===== src/rtl/ripple_count_pkg.sv =====
// rtl/ripple_count_pkg.sv - shared types and constants for the ripple counter capture block
package ripple_count_pkg;

    typedef enum logic {
        INIT  = 1'b0,
        TRACK = 1'b1
    } state_t;

    localparam logic DIR_UP   = 1'b0;
    localparam logic DIR_DOWN = 1'b1;

    localparam int Q_W = 4;
    localparam logic [Q_W-1:0] Q_MAX = 4'd15;

endpackage


===== src/rtl/ripple_count_capture_sync_stable_filter.sv =====
// rtl/ripple_count_capture_sync_stable_filter.sv - 2-flop synchroniser with stability filter, one accept per stable period
module sync_stable_filter #(
    parameter int W             = 5,
    parameter int STABLE_CYCLES = 2
) (
    input  logic         clk,
    input  logic         rst,
    input  logic [W-1:0] d,
    output logic         accept,
    output logic [W-1:0] value
);

    localparam int CNT_W = $clog2(STABLE_CYCLES + 1);
    localparam logic [CNT_W-1:0] ACC_AT = CNT_W'(STABLE_CYCLES - 1);
    localparam logic [CNT_W-1:0] SAT    = CNT_W'(STABLE_CYCLES);

    logic [W-1:0]     sync1;
    logic [W-1:0]     sync2;
    logic [CNT_W-1:0] stab_cnt;

    // Counter parks at SAT after accepting so a long stable period yields a single accept.
    always_ff @(posedge clk) begin
        if (rst) begin
            sync1    <= '0;
            sync2    <= '0;
            stab_cnt <= '0;
            accept   <= 1'b0;
            value    <= '0;
        end else begin
            sync1  <= d;
            sync2  <= sync1;
            accept <= 1'b0;
            if (sync1 != sync2) begin
                stab_cnt <= '0;
            end else begin
                if (stab_cnt == ACC_AT) begin
                    accept <= 1'b1;
                    value  <= sync2;
                end
                if (stab_cnt != SAT) begin
                    stab_cnt <= stab_cnt + CNT_W'(1);
                end
            end
        end
    end

endmodule


===== src/rtl/ripple_count_capture.sv =====
// rtl/ripple_count_capture.sv - captures a ripple counter value, extends it with a wrap count and presents it on valid/ready
module ripple_count_capture
    import ripple_count_pkg::*;
#(
    parameter int WRAP_W        = 4,
    parameter int STABLE_CYCLES = 2
) (
    input  logic                  clk,
    input  logic                  rst,
    input  logic [3:0]            q_in,
    input  logic                  control,
    output logic [WRAP_W+3:0]     count_ext,
    output logic                  out_valid,
    input  logic                  out_ready,
    output logic                  wrap_up,
    output logic                  wrap_down,
    output logic                  step_err,
    output logic                  overrun
);

    logic           acc;
    logic [Q_W:0]   acc_val;
    logic           acc_dir;
    logic [Q_W-1:0] acc_q;

    // Direction travels with q so both are judged from the same stable sample.
    sync_stable_filter #(
        .W             (Q_W + 1),
        .STABLE_CYCLES (STABLE_CYCLES)
    ) u_filter (
        .clk    (clk),
        .rst    (rst),
        .d      ({control, q_in}),
        .accept (acc),
        .value  (acc_val)
    );

    assign acc_dir = acc_val[Q_W];
    assign acc_q   = acc_val[Q_W-1:0];

    state_t            state, state_n;
    logic [Q_W-1:0]    last_q, last_q_n;
    logic [WRAP_W-1:0] wrap_hi, wrap_hi_n;
    logic [WRAP_W+3:0] count_ext_n;
    logic              out_valid_n, wrap_up_n, wrap_down_n, step_err_n, overrun_n;
    logic [Q_W-1:0]    step;
    logic              evt;

    always_comb begin
        state_n     = state;
        last_q_n    = last_q;
        wrap_hi_n   = wrap_hi;
        count_ext_n = count_ext;
        out_valid_n = out_valid;
        wrap_up_n   = 1'b0;
        wrap_down_n = 1'b0;
        step_err_n  = step_err;
        overrun_n   = overrun;
        step        = acc_q - last_q;
        evt         = 1'b0;

        case (state)
            INIT: begin
                if (acc) begin
                    state_n     = TRACK;
                    last_q_n    = acc_q;
                    wrap_hi_n   = '0;
                    count_ext_n = {{WRAP_W{1'b0}}, acc_q};
                end
            end
            TRACK: begin
                if (acc && (acc_q != last_q)) begin
                    evt      = 1'b1;
                    last_q_n = acc_q;
                    if (acc_dir == DIR_UP) begin
                        if (step == 4'd1) begin
                            if (last_q == Q_MAX) begin
                                wrap_hi_n = wrap_hi + WRAP_W'(1);
                                wrap_up_n = 1'b1;
                            end
                        end else begin
                            step_err_n = 1'b1;
                        end
                    end else begin
                        if (step == Q_MAX) begin
                            if (last_q == '0) begin
                                wrap_hi_n   = wrap_hi - WRAP_W'(1);
                                wrap_down_n = 1'b1;
                            end
                        end else begin
                            step_err_n = 1'b1;
                        end
                    end
                    count_ext_n = {wrap_hi_n, acc_q};
                end
            end
            default: state_n = INIT;
        endcase

        // A new value always wins; it is only an overrun if the old one was refused.
        if (evt) begin
            out_valid_n = 1'b1;
            if (out_valid && !out_ready) begin
                overrun_n = 1'b1;
            end
        end else if (out_valid && out_ready) begin
            out_valid_n = 1'b0;
        end
    end

    always_ff @(posedge clk) begin
        if (rst) begin
            state     <= INIT;
            last_q    <= '0;
            wrap_hi   <= '0;
            count_ext <= '0;
            out_valid <= 1'b0;
            wrap_up   <= 1'b0;
            wrap_down <= 1'b0;
            step_err  <= 1'b0;
            overrun   <= 1'b0;
        end else begin
            state     <= state_n;
            last_q    <= last_q_n;
            wrap_hi   <= wrap_hi_n;
            count_ext <= count_ext_n;
            out_valid <= out_valid_n;
            wrap_up   <= wrap_up_n;
            wrap_down <= wrap_down_n;
            step_err  <= step_err_n;
            overrun   <= overrun_n;
        end
    end

endmodule


===== config.mk =====
export PLATFORM = sky130hd
export DESIGN_NAME = ripple_count_capture
export DESIGN_NICKNAME = d
export VERILOG_FILES = /design/src/rtl/ripple_count_pkg.sv /design/src/rtl/ripple_count_capture_sync_stable_filter.sv /design/src/rtl/ripple_count_capture.sv
export SDC_FILE = /design/constraint.sdc
export NUM_CORES = 1
export LEC_CHECK = 0
export CAP_MARGIN = 20
export CORE_UTILIZATION = 30
export DETAILED_ROUTE_END_ITERATION = 8
export PLACE_DENSITY = 0.54
export RECOVER_POWER = 25
export SKIP_LAST_GASP = 1
export SLEW_MARGIN = 20
export SYNTH_ARGS = -nofsm -noshare
export SYNTH_HDL_FRONTEND = slang
export SYNTH_SLANG_ARGS = --single-unit

===== constraint.sdc =====
create_clock -name clk -period 3.8 [get_ports clk]
set_input_delay 0.57 -clock clk [delete_from_list [all_inputs] [get_ports clk]]
set_output_delay 0.57 -clock clk [all_outputs]
set_load 0.02 [all_outputs]

==> results.md <==
* Status: finished with violations
* Failing checks: DRC
* Mapped cell area at 0.00141 mm^2
* Final Hold Slack at 0.480 ns
* Initial core utilization at 31.7%
* Avg Inst Size Synth at 9.34 um^2
* Critical path launch point type: flip-flop
* Detailed router's first-iteration violation count at 36
* Largest net degree at the start of global routing at 18
* Max-cap viol count at 0
* Die span in x at 70.6 um
* Switch Pwr at 0.133 mW
* Global route total overflow at 0
* Via density per instance at 4.69
* Sw Ratio at 19.4%
* I/O Pins at 21
* Cell taking the most area after synthesis: dfxtp_1
* All-Layer GR Usage at 11.6%
* Std-Cell Rows at 24
* Clk root buf: clkbuf_8
* Share of the synthesized area in the top cell type at 45.4%
* Detailed-route via count at 1070
* Average wire per standard cell at 12.0 um
* Leakage at 0.690 nW
* Routability cong. at 0.753
* Post CTS Setup Buffer Count at 0
* Clk sink count at 32
* Detail Placement HPWL at 2070 um
* Headroom to the max-slew limit at 52.5%
* Fin nets at 191
* CTS tree: built
* Die Height at 70.6 um
* Final Skew at 0.00435 ns
* Area of the multi-input gates at 706 um^2
* Clk network pwr share at 45.5%
* First-pass GRT wire length at 4400 um
* Total Neg Setup Slack at 0 ns
* CTS Buf Count at 5
* Post-Syn Instances at 151
* DRT met1 WL at 1190 um
* Final critical-path share of the clock period at 65.6%
* Most frequent cells in the layout: dfxtp_1 (32), nor2_1 (22), clkdlybuf4s50_1 (19), inv_1 (13), nor2b_1 (11)
* Sequential share of power at 50.5%
* Max-slew violation count at 0
* Synth cell types at 29
* Final hold viol count at 0
* Post-CTS resize count at 0
* Fill count at 461
* Met3 wire len at 80 um
* Register area share after synthesis at 45.4%
* Die Area at 0.00498 mm^2
* Met2 wire length at 1440 um
* Core Area at 0.00444 mm^2
* Cts hold-fix bufs at 0
* Clock latency on the worst-skew pair at 0.27 ns
* H-tree Lvls at 2
* Data required time at the worst endpoint at 3.95 ns
* Most common cell after layout, fill and taps aside: dfxtp_1
* Internal Pwr Total at 0.551 mW
* Fin crit period at 2.49 ns
* CP arrival at 2.65 ns
* Slew @ Worst Pin at 0.713 ns
* Initial antenna violation count at 0
* Synthesized flop and latch total at 32
* RSZ-0062 raised after global routing: false
* Syn_nets at 167
* DRT antenna net count at 0
* Routed wire length at 2730 um
* Worst setup path class: reg -> reg
* CP endpoint kind: flip-flop
* Layout cell share with drive strength beyond 1 at 7.39%
* Yosys warning total at 0
* CTS clk-pin slew, worst paths at 0.07 ns
* Synth-to-Final Area Change at 25.6%
* Clk buf depth at 2
* Endpoints failing setup at 0
* Initial DRT Pass Iterations at 6
* Synth area leaders: dfxtp_1 (45%), mux2i_1 (6.4%), ha_1 (6.2%)
* Peak VDD IR at 0.246 mV
* IO Port Bufs at 20
* Max Clock Freq at 401 MHz
* Area occupied by registers at 641 um^2
* Uppermost layer routed: met4
* Vias in the first global route at 1047
* Critical Path Fanout Max at 5
* Min-Delay Path Class: reg -> reg
* Combinational Power Share at 3.9%
* Pwr dens at 386 mW/mm^2
* # DRC at 4
* Antenna fix cells at 0
[logic make-up after synthesis]
| kind of cell | share of synthesized area [%] |
|---|---|
| XOR/XNOR | 6.21 |
| AO/OA/AOI/OAI | 10.9 |
| multiplexers | 6.39 |
| flip-flops | 45.4 |
| adder cells (fa/ha/maj) | 7.63 |
| AND/OR/NAND/NOR | 18.9 |
| buffers and inverters | 4.53 |
[cell usage after synthesis]
master / instances
o21ai_0: 3
nor3_1: 2
nor2b_1: 11
a21o_1: 1
or2_2: 1
o21ai_1: 1
nor4_1: 1
fa_1: 1
o22ai_1: 7
or2_1: 1
or2_4: 1
ha_1: 7
or4_4: 1
xor2_1: 5
xnor2_1: 5
mux2i_1: 9
nand4_1: 5
clkbuf_1: 4
nor2_1: 22
inv_1: 13
o31ai_2: 1
nand2_1: 2
a21oi_1: 7
dfxtp_1: 32
a311oi_2: 1
nand2b_1: 2
nand3_1: 3
o21ba_2: 1
a221o_1: 1
[final timing paths]
path	from	to	slack [ns]	cells after the start
worst max register to register	count_ext[0]$_SDFFE_PP0P_	wrap_hi[3]$_SDFFE_PP0P_	1.31	8
worst max-delay path	count_ext[0]$_SDFFE_PP0P_	wrap_hi[3]$_SDFFE_PP0P_	1.31	8
worst min register to register	u_filter.sync1[0]$_SDFF_PP0_	u_filter.sync2[0]$_SDFF_PP0_	0.48	1
worst min-delay path	u_filter.sync1[0]$_SDFF_PP0_	u_filter.sync2[0]$_SDFF_PP0_	0.48	1
[worst max-delay path, cell delays in order, from the launching register on]
cell and delay (ns):
dfxtp_1 0.40, ha_1 0.16, inv_1 0.06, fa_1 0.48, or4_4 0.54, nor2_1 0.23
nor2_1 0.09, o31ai_2 0.30, o22ai_1 0.13
[flip-flops by register name, summed over array words and instances (netlist names)]
register / count
out_valid: 1
u_filter.accept: 1
overrun: 1
u_filter.stab_cnt: 2
u_filter.sync1: 5
step_err: 1
count_ext: 7
wrap_hi: 1
wrap_up: 1
u_filter.value: 5
state: 1
u_filter.sync2: 5
wrap_down: 1
[power by group through the flow]
stage	combinational [mW]	clock (mW)	sequential, mW
after floorplan	0.0178	0	0.352
after global placement	0.0277	0	0.353
after detailed placement	0.0283	0	0.353
after CTS	0.0284	0.324	0.346
after global routing	0.0304	0.341	0.346
final	0.0269	0.311	0.346
[final cells by class]
cell class | instances | area share [%]
well taps | 52 | 3.67
clock buffers | 6 | 4.10
inverters | 13 | 2.75
repair buffers | 21 | 11.5
flip-flops and latches | 32 | 36.2
clock inverters | 2 | 1.98
multi-input cells | 102 | 39.8
[per-stage QoR]
stage,setup WS [ns],instances,util (%),power [mW],area (um^2)
2_1_floorplan,1.34,151,-,0.370,1410
3_3_place_gp,1.38,220,37.5,0.381,1670
3_5_place_dp,1.31,220,37.5,0.382,1670
4_1_cts,1.30,228,39.9,0.698,1780
5_1_grt,1.20,228,39.9,0.718,1770
6_report,1.31,228,39.9,0.684,1770
[per-layer routing]
layer  GRT usage [%]  vias up
met5               0        -
met4            4.67        0
li1                -      553
met3            4.27        2
met2            22.8       18
met1            10.9      497
(Power assumes the default switching activity.)
